==> config.mk <==
export PLATFORM = sky130hd
export DESIGN_NAME = hazard_ctrl_flat
export DESIGN_NICKNAME = d
export VERILOG_FILES = /design/src/rtl/cpu_pipe_pkg.sv /design/src/rtl/hazard_ctrl_if.sv /design/src/rtl/md_busy_counter.sv /design/src/rtl/hazard_ctrl.sv /design/src/flat_wrapper.sv
export SDC_FILE = /design/constraint.sdc
export NUM_CORES = 1
export LEC_CHECK = 0
export ABC_AREA = 1
export BUFFER_PORTS_ARGS = -buffer_cell sky130_fd_sc_hd__buf_2
export CAP_MARGIN = 10
export CORE_MARGIN = 4
export CORE_UTILIZATION = 40
export CTS_BUF_LIST = sky130_fd_sc_hd__clkbuf_8
export DETAILED_ROUTE_END_ITERATION = 10
export GPL_ROUTABILITY_DRIVEN = 0
export MAX_ROUTING_LAYER = met4
export PLACE_DENSITY = 0.69
export SETUP_SLACK_MARGIN = 0.2
export SLEW_MARGIN = 25
export SYNTH_ARGS = -nofsm -noshare
export SYNTH_HDL_FRONTEND = slang
export SYNTH_SLANG_ARGS = --single-unit
==> constraint.sdc <==
create_clock -name clk -period 2.2 [get_ports clk]
set_input_delay 0.22 -clock clk [delete_from_list [all_inputs] [get_ports clk]]
set_output_delay 0.22 -clock clk [all_outputs]
set_load 0.01 [all_outputs]
==> src/rtl/cpu_pipe_pkg.sv <==
// Shared pipeline timing encodings (Tuse/Tnew) and mult/div latency defaults.
package cpu_pipe_pkg;
  localparam logic [1:0] TUSE_D    = 2'd0;
  localparam logic [1:0] TUSE_E    = 2'd1;
  localparam logic [1:0] TUSE_NONE = 2'd3;

  localparam logic [1:0] TNEW_0 = 2'd0;
  localparam logic [1:0] TNEW_1 = 2'd1;
  localparam logic [1:0] TNEW_2 = 2'd2;

  localparam int MULT_CYCLES_DEF = 5;
  localparam int DIV_CYCLES_DEF  = 10;
  localparam int MD_CNT_W        = 4;

  // A source stalls when a producer in flight cannot forward before the consumer needs it.
  function automatic logic src_hazard(input logic [4:0] src, input logic [1:0] tuse,
                                      input logic [4:0] wreg_e, input logic [1:0] tnew_e,
                                      input logic [4:0] wreg_m, input logic [1:0] tnew_m);
    return (src != 5'd0) && (tuse != TUSE_NONE) &&
           (((src == wreg_e) && (tnew_e > tuse)) || ((src == wreg_m) && (tnew_m > tuse)));
  endfunction
endpackage

==> src/rtl/hazard_ctrl_if.sv <==
// Hazard-unit bundle: pipeline operand/destination info in, stall/flush controls out.
interface hazard_ctrl_if;
  logic [4:0]  rs_d;
  logic [4:0]  rt_d;
  logic [1:0]  rs_tuse_d;
  logic [1:0]  rt_tuse_d;
  logic [4:0]  wreg_e;
  logic [1:0]  tnew_e;
  logic [4:0]  wreg_m;
  logic [1:0]  tnew_m;
  logic        md_start_e;
  logic        md_div_e;
  logic        md_op_d;
  logic        stall_f;
  logic        stall_d;
  logic        flush_e;
  logic        md_busy;
  logic [31:0] stall_count;

  modport master (
    output rs_d, rt_d, rs_tuse_d, rt_tuse_d, wreg_e, tnew_e, wreg_m, tnew_m,
           md_start_e, md_div_e, md_op_d,
    input  stall_f, stall_d, flush_e, md_busy, stall_count
  );

  modport slave (
    input  rs_d, rt_d, rs_tuse_d, rt_tuse_d, wreg_e, tnew_e, wreg_m, tnew_m,
           md_start_e, md_div_e, md_op_d,
    output stall_f, stall_d, flush_e, md_busy, stall_count
  );
endinterface

==> src/rtl/md_busy_counter.sv <==
// Mult/div busy countdown: reload on issue from E, count down to idle.
module md_busy_counter
  import cpu_pipe_pkg::*;
#(
  parameter int MULT_CYCLES = MULT_CYCLES_DEF,
  parameter int DIV_CYCLES  = DIV_CYCLES_DEF
) (
  input  logic clk,
  input  logic reset,
  input  logic start_i,
  input  logic div_i,
  output logic busy_o
);
  logic [MD_CNT_W-1:0] cnt_q, cnt_d;
  logic                busy_q;

  // A new issue always reloads, even mid-countdown: the latest latency wins.
  always_comb begin
    cnt_d = cnt_q;
    if (start_i)
      cnt_d = div_i ? MD_CNT_W'(DIV_CYCLES) : MD_CNT_W'(MULT_CYCLES);
    else if (cnt_q != '0)
      cnt_d = cnt_q - 1'b1;
  end

  always_ff @(posedge clk) begin
    if (reset) begin
      cnt_q  <= '0;
      busy_q <= 1'b0;
    end else begin
      cnt_q  <= cnt_d;
      busy_q <= (cnt_d != '0);
    end
  end

  assign busy_o = busy_q;
endmodule

==> src/rtl/hazard_ctrl.sv <==
// Stall/flush scheduler: Tuse/Tnew data hazards, mult/div busy interlock, stall counter.
module hazard_ctrl
  import cpu_pipe_pkg::*;
#(
  parameter int MULT_CYCLES = MULT_CYCLES_DEF,
  parameter int DIV_CYCLES  = DIV_CYCLES_DEF
) (
  input  logic          clk,
  input  logic          reset,
  hazard_ctrl_if.slave  hif
);
  logic        md_busy;
  logic        hz_rs, hz_rt, hz_md, stall;
  logic [31:0] stall_count_q;

  md_busy_counter #(
    .MULT_CYCLES (MULT_CYCLES),
    .DIV_CYCLES  (DIV_CYCLES)
  ) u_md_cnt (
    .clk     (clk),
    .reset   (reset),
    .start_i (hif.md_start_e),
    .div_i   (hif.md_div_e),
    .busy_o  (md_busy)
  );

  always_comb begin
    hz_rs = src_hazard(hif.rs_d, hif.rs_tuse_d, hif.wreg_e, hif.tnew_e, hif.wreg_m, hif.tnew_m);
    hz_rt = src_hazard(hif.rt_d, hif.rt_tuse_d, hif.wreg_e, hif.tnew_e, hif.wreg_m, hif.tnew_m);
    // The issuing cycle itself blocks a dependent md op, before busy is visible.
    hz_md = hif.md_op_d & (md_busy | hif.md_start_e);
    stall = ~reset & (hz_rs | hz_rt | hz_md);
  end

  always_ff @(posedge clk) begin
    if (reset)
      stall_count_q <= '0;
    else if (stall && (stall_count_q != '1))
      stall_count_q <= stall_count_q + 32'd1;
  end

  assign hif.stall_f     = stall;
  assign hif.stall_d     = stall;
  assign hif.flush_e     = stall;
  assign hif.md_busy     = md_busy;
  assign hif.stall_count = stall_count_q;
endmodule

==> src/flat_wrapper.sv <==
// flat-port wrapper written by rule: the top's interface ports become plain ports
module hazard_ctrl_flat import cpu_pipe_pkg::*;
#(
  parameter int MULT_CYCLES = MULT_CYCLES_DEF,
  parameter int DIV_CYCLES  = DIV_CYCLES_DEF
)
  (clk, reset, hif_rs_d, hif_rt_d, hif_rs_tuse_d, hif_rt_tuse_d, hif_wreg_e, hif_tnew_e, hif_wreg_m, hif_tnew_m, hif_md_start_e, hif_md_div_e, hif_md_op_d, hif_stall_f, hif_stall_d, hif_flush_e, hif_md_busy, hif_stall_count);
  hazard_ctrl_if hif_i ();
  input  logic clk;
  input  logic reset;
  input wire logic [$bits(hif_i.rs_d)-1:0] hif_rs_d;
  input wire logic [$bits(hif_i.rt_d)-1:0] hif_rt_d;
  input wire logic [$bits(hif_i.rs_tuse_d)-1:0] hif_rs_tuse_d;
  input wire logic [$bits(hif_i.rt_tuse_d)-1:0] hif_rt_tuse_d;
  input wire logic [$bits(hif_i.wreg_e)-1:0] hif_wreg_e;
  input wire logic [$bits(hif_i.tnew_e)-1:0] hif_tnew_e;
  input wire logic [$bits(hif_i.wreg_m)-1:0] hif_wreg_m;
  input wire logic [$bits(hif_i.tnew_m)-1:0] hif_tnew_m;
  input wire logic [$bits(hif_i.md_start_e)-1:0] hif_md_start_e;
  input wire logic [$bits(hif_i.md_div_e)-1:0] hif_md_div_e;
  input wire logic [$bits(hif_i.md_op_d)-1:0] hif_md_op_d;
  output wire logic [$bits(hif_i.stall_f)-1:0] hif_stall_f;
  output wire logic [$bits(hif_i.stall_d)-1:0] hif_stall_d;
  output wire logic [$bits(hif_i.flush_e)-1:0] hif_flush_e;
  output wire logic [$bits(hif_i.md_busy)-1:0] hif_md_busy;
  output wire logic [$bits(hif_i.stall_count)-1:0] hif_stall_count;
  assign hif_i.rs_d = hif_rs_d;
  assign hif_i.rt_d = hif_rt_d;
  assign hif_i.rs_tuse_d = hif_rs_tuse_d;
  assign hif_i.rt_tuse_d = hif_rt_tuse_d;
  assign hif_i.wreg_e = hif_wreg_e;
  assign hif_i.tnew_e = hif_tnew_e;
  assign hif_i.wreg_m = hif_wreg_m;
  assign hif_i.tnew_m = hif_tnew_m;
  assign hif_i.md_start_e = hif_md_start_e;
  assign hif_i.md_div_e = hif_md_div_e;
  assign hif_i.md_op_d = hif_md_op_d;
  assign hif_stall_f = hif_i.stall_f;
  assign hif_stall_d = hif_i.stall_d;
  assign hif_flush_e = hif_i.flush_e;
  assign hif_md_busy = hif_i.md_busy;
  assign hif_stall_count = hif_i.stall_count;
  hazard_ctrl #(.MULT_CYCLES(MULT_CYCLES), .DIV_CYCLES(DIV_CYCLES)) u_core (.clk(clk), .reset(reset), .hif(hif_i));
endmodule
# After elaboration in Yosys (flattened, before gate mapping)
# Cells that the tools add are included.
dict set report word_totals {
  output_inout_bits 36
  inputBits 33
  wordCells 40
  ff_bits 37
}
dict set report classes {
  n_reduce_logical 15
  add_sub_neg 2
  muxes 3
  magnitude_cmp 4
  eq_ne 7
  n_bitwise 6
}
# operator count
set ops {}
lappend ops {{$add 32x1->32 const B} 1}
lappend ops {{$ne 32x32->1 const B} 1}
lappend ops {{$eq 5x5->1} 4}
lappend ops {{$mux 4} 3}
lappend ops {{$reduce_bool 5->1} 2}
lappend ops {{$logic_and 1x1->1} 9}
lappend ops {{$gt 2x2->1} 4}
lappend ops {{$reduce_bool 4->1} 2}
lappend ops {{$ne 2x2->1 const B} 2}
lappend ops {{$sub 4x1->4 const B} 1}
lappend ops {{$or 1x1->1} 3}
lappend ops {{$and 1x1->1} 2}
lappend ops {{$logic_or 1x1->1} 2}
lappend ops {{$not 1->1} 1}

# Longest topological paths before layout
dict set report depth {
  word_depth 8
  ltp_mapped 14
  mapped_depth_nobuf 13
}

# Cells and area by module
# Synthesis repeated with hierarchy kept, for this count alone.
dict set report hier_totals {
  hier_cells 511
  area_unflattened_um2 2961.6
}
# mod cells_per_inst n_inst seq_area_each_um2 area_per_inst_um2
set by_module_without_submodules {}
lappend by_module_without_submodules {hazard_ctrl 469 1 640.6 2668.8}
lappend by_module_without_submodules {md_busy_counter 42 1 100.1 292.8}

# Worst setup path before layout
# No wires, ideal clock.
dict set report synth_path {
  path_type {reg2reg}
  start {register u_core.stall_count_q[0] (netlist: u_core.hif.stall_count[0])}
  end {register u_core.stall_count_q[21] (netlist: u_core.hif.stall_count[21])}
  period_less_slack_ns 1.764
  setup_time_ns 0.115
  t_required_ns 2.085
  stages_incl_launch_ff 12
  slack_ns 0.436
  arrival_time_ns 1.649
  path_buffers 1
  cell_sequence {dfxtp_1 > ha_1 > nand2_1 > nor2_4 > nand3_4 > nor2_4 > nand3_4 > buf_6 > nand2_2 > inv_1 > a21oi_1 > nor2_1}
}
dict set report synth_between {
  elab_chain_cells 2
  elab_cells_between_ends 3
  cone_classes {add/sub (1); eq/ne (1); reduce/logical (1)}
}
# item line
set synth_rtl {}
lappend synth_rtl {{from (decl)} hazard_ctrl.sv:14} ;# logic [31:0] stall_count_q;
lappend synth_rtl {{from (signal assigned)} hazard_ctrl.sv:39} ;# stall_count_q <= stall_count_q + 32'd1;
lappend synth_rtl {{branches (longest 2 deep; another with $add 32x1->32)} n/a}
# Several ways; the timed one is not identified.
# A chain may end at the register's enable or synchronous reset.

# Worst setup path after layout
dict set report layout_path {
  start {register u_core.stall_count_q[1] (netlist: u_core.hif.stall_count[1])}
  end {register u_core.stall_count_q[28] (netlist: u_core.hif.stall_count[28])}
}
# The elaborated chain is that of the path after synthesis.

==> flow_summary.yaml <==
setup_path:
  start_kind: "flop"
  setup.worst_path.class: "flop to flop"
  arrival_ns: 2.05
  critPathMaxFanout: 5
  end_kind: "flop"
  ff2ff_setup_slack_ns: 0.32
  cp.required_ns: 2.38
yosys:
  synth_cell_types: 28
  yosys-top-cells-area: "dfxtp_1 26%, nand2_1 18%, inv_1 11%"
  synthXorXnorAreaFrac: 0.0214
  syn_nets: 530
  avgSynthCellArea_um2: 5.89
  synth_compound_area_frac: 0.0571
  synth_mux_area_frac: 0
  synth-simple-area-share: 0.478
  synthAdderAreaFrac: 0.0436
  synth_top_family_by_area: "simple AND/OR/NAND/NOR gates"
  synth_area_um2: 2870
  ys_ff_latch: 37
  yosys_warnings: 0
  ys_seq_area_frac: 0.258
  yosysTopAreaCellShare: 0.258
  yosysTopAreaCell: "dfxtp_1"
  syn_inst: 487
hold_path:
  hold_path.class: "primary input to flop"
sta:
  fin_hold_ws_ns: 0.231
  fin_tns_setup_ns: 0
  rsz0062_at_grt: "no"
  hold_viol: 0
  setup_viol_count_final: 0
  slew_violations: 0
  tightest_slew_ns: 0.412
  layout_setup_ws_ns: 0.322
  timing.final.crit_period_ns: 1.88
  fmax_mhz: 532
  slew_headroom: 0.724
  fin_crit_sh: 0.854
  fin_worst_skew_ns: 0.00927
cts:
  cts-buffers-inserted: 5
  clk_latency_ns: 0.30
  clockBufferDepth: 2
  htree_levels: 2
  cts_sinks: 37
  cts_tree: "built"
  cts.clk_slew.worst_paths_ns: 0.08
  cts_root_buf: "clkbuf_8"
floorplanning:
  rows: 30
  start_util: 0.418
  die_y_um: 92.7
  die_w_um: 92.7
  die-area_um2: 8600
  core-area_um2: 6870
  boundaryPins: 69
layout:
  synthToLayoutAreaGrowth_pct: 21.6
  layout_commonest_cell: "nand2_1"
  antennaDiodeCount: 0
  final_cell_mix: "141 x nand2_1, 82 x inv_1, 68 x nor2_1, 68 x buf_2, 47 x nand3_1"
  stdcell_count: 656
  nFillCells: 727
  drive_above_1_share: 0.220
  final_nets: 602
  multi_input_area_um2: 1760
  seq_area_um2: 746
power:
  p_leak_nw: 1.84
  powerDensity_nw_per_um2: 462
  irDropWorstVdd_uv: 308
place:
  pre_cts_slack_ns: 0.131
  place_hpwl_mm: 5.58
  dp.cells: 641
  numPortBuffers: 68
grt:
  antenna_found_initial: 0
  grt_max_degree: 40
  grt_first_pass_wirelength_mm: 12.5
  grt-ovfl-total: 0
  grt_pass1_vias: 2888
  grt_usage: 0.178
routing:
  routed_wl_mm: 7.34
  drt_pass1_iterations: 4
  ant_nets: 0
  drt_iter0_markers: 158
  wire_per_inst_um: 11.2
  via_per_inst: 4.81
  post-route-drc-count: 0
  vias: 3155
run_status:
  outcome: "finished, final reports clean"
flow_run:
  cap_violations: 0
[path summary, 6_finish.rpt]
check                            start                          to  cells past startpoint
max          u_core.hif.stall_count[1]  u_core.hif.stall_count[28]                     11
min                       hif_md_div_e    u_core.u_md_cnt.cnt_q[3]                      3
min reg2reg  u_core.hif.stall_count[0]   u_core.hif.stall_count[0]                      2
max reg2reg  u_core.hif.stall_count[1]  u_core.hif.stall_count[28]                     11
[cell type report]
| type | instances | share of cell area |
|---|---|---|
| Multi-Input combinational cell | 352 | 0.505 |
| Sequential cell | 37 | 0.214 |
| Timing Repair Buffer | 77 | 0.120 |
| Inverter | 86 | 0.0932 |
| Tap cell | 96 | 0.0344 |
| Clock buffer | 6 | 0.0237 |
| Clock inverter | 2 | 0.00968 |
[worst max-delay path, stage by stage (launching register included)]
cell and delay, ns:
dfxtp_2 0.37, ha_2 0.21, nand2_1 0.11, nor2_4 0.16, nand3_4 0.12, nor2_4 0.18
buf_4 0.13, nand3_1 0.10, nor2_1 0.17, nand3_1 0.10, nand2_1 0.08, nor2_1 0.03
[per-layer routing]
layer / part of all wire / global-route usage
met1: 0.47 / 0.227
met2: 0.47 / 0.298
met3: 0.046 / 0.0236
met4: 0.013 / 0.0488
met5: 0 / -
[timing repair]
| item | in CTS | in global routing |
|---|---|---|
| pin swaps | 0 | 2 |
| setup endpoints to repair | 8 | 31 |
| endpoints found under the hold margin | 0 | 0 |
| cloned | 2 | 0 |
| hold buffers | 0 | 0 |
| gates resized for setup | 1 | 7 |
| setup buffers | 0 | 5 |
[cell families after synthesis]
logic type | count (synthesis)
xor gates and xnor gates | 7
adders and majority gates | 10
buffers and inverters | 100
AOI/OAI and AO/OA | 31
and+or+nand+nor | 302
DFF | 37
[through the flow]
stage	utilization	cell area, um2	total power, mW
finish	0.508	3490	1.61
global route	0.508	3490	1.70
CTS	0.499	3430	1.63
detailed placement	0.479	3290	1.01
global placement	0.479	3290	0.997
floorplan	-	2870	0.908
[cells in the mapped netlist]
| master | number |
|---|---|
| buf_2 | 8 |
| a211oi_1 | 1 |
| buf_6 | 2 |
| nor3_1 | 6 |
| nor4_1 | 1 |
| inv_2 | 5 |
| dfxtp_1 | 37 |
| o21ai_0 | 8 |
| ha_1 | 10 |
| nand3_2 | 5 |
| a21oi_1 | 20 |
| a41oi_1 | 1 |
| nor2_1 | 69 |
| nor2_2 | 7 |
| clkbuf_1 | 2 |
| nor2_4 | 3 |
| nand4_1 | 9 |
| nand3_4 | 2 |
| nor4b_1 | 1 |
| nor3_4 | 1 |
| xor2_1 | 7 |
| nand2_1 | 141 |
| inv_1 | 81 |
| buf_4 | 2 |
| a22oi_1 | 1 |
| nand3_1 | 47 |
| nand2_2 | 9 |
| nand3b_2 | 1 |
[state kept, by name, indices dropped and copies added (netlist names)]
name	count
u_core.u_md_cnt.busy_o	1
u_core.u_md_cnt.cnt_q	4
u_core.hif.stall_count	32
[report_power, final]
group | switching [mW] | internal, mW
logic | 0.180 | 0.113
clock network | 0.256 | 0.365
registers | 0.0121 | 0.686
total | 0.447 | 1.16
No activity file was read; power rests on OpenSTA's default activity.
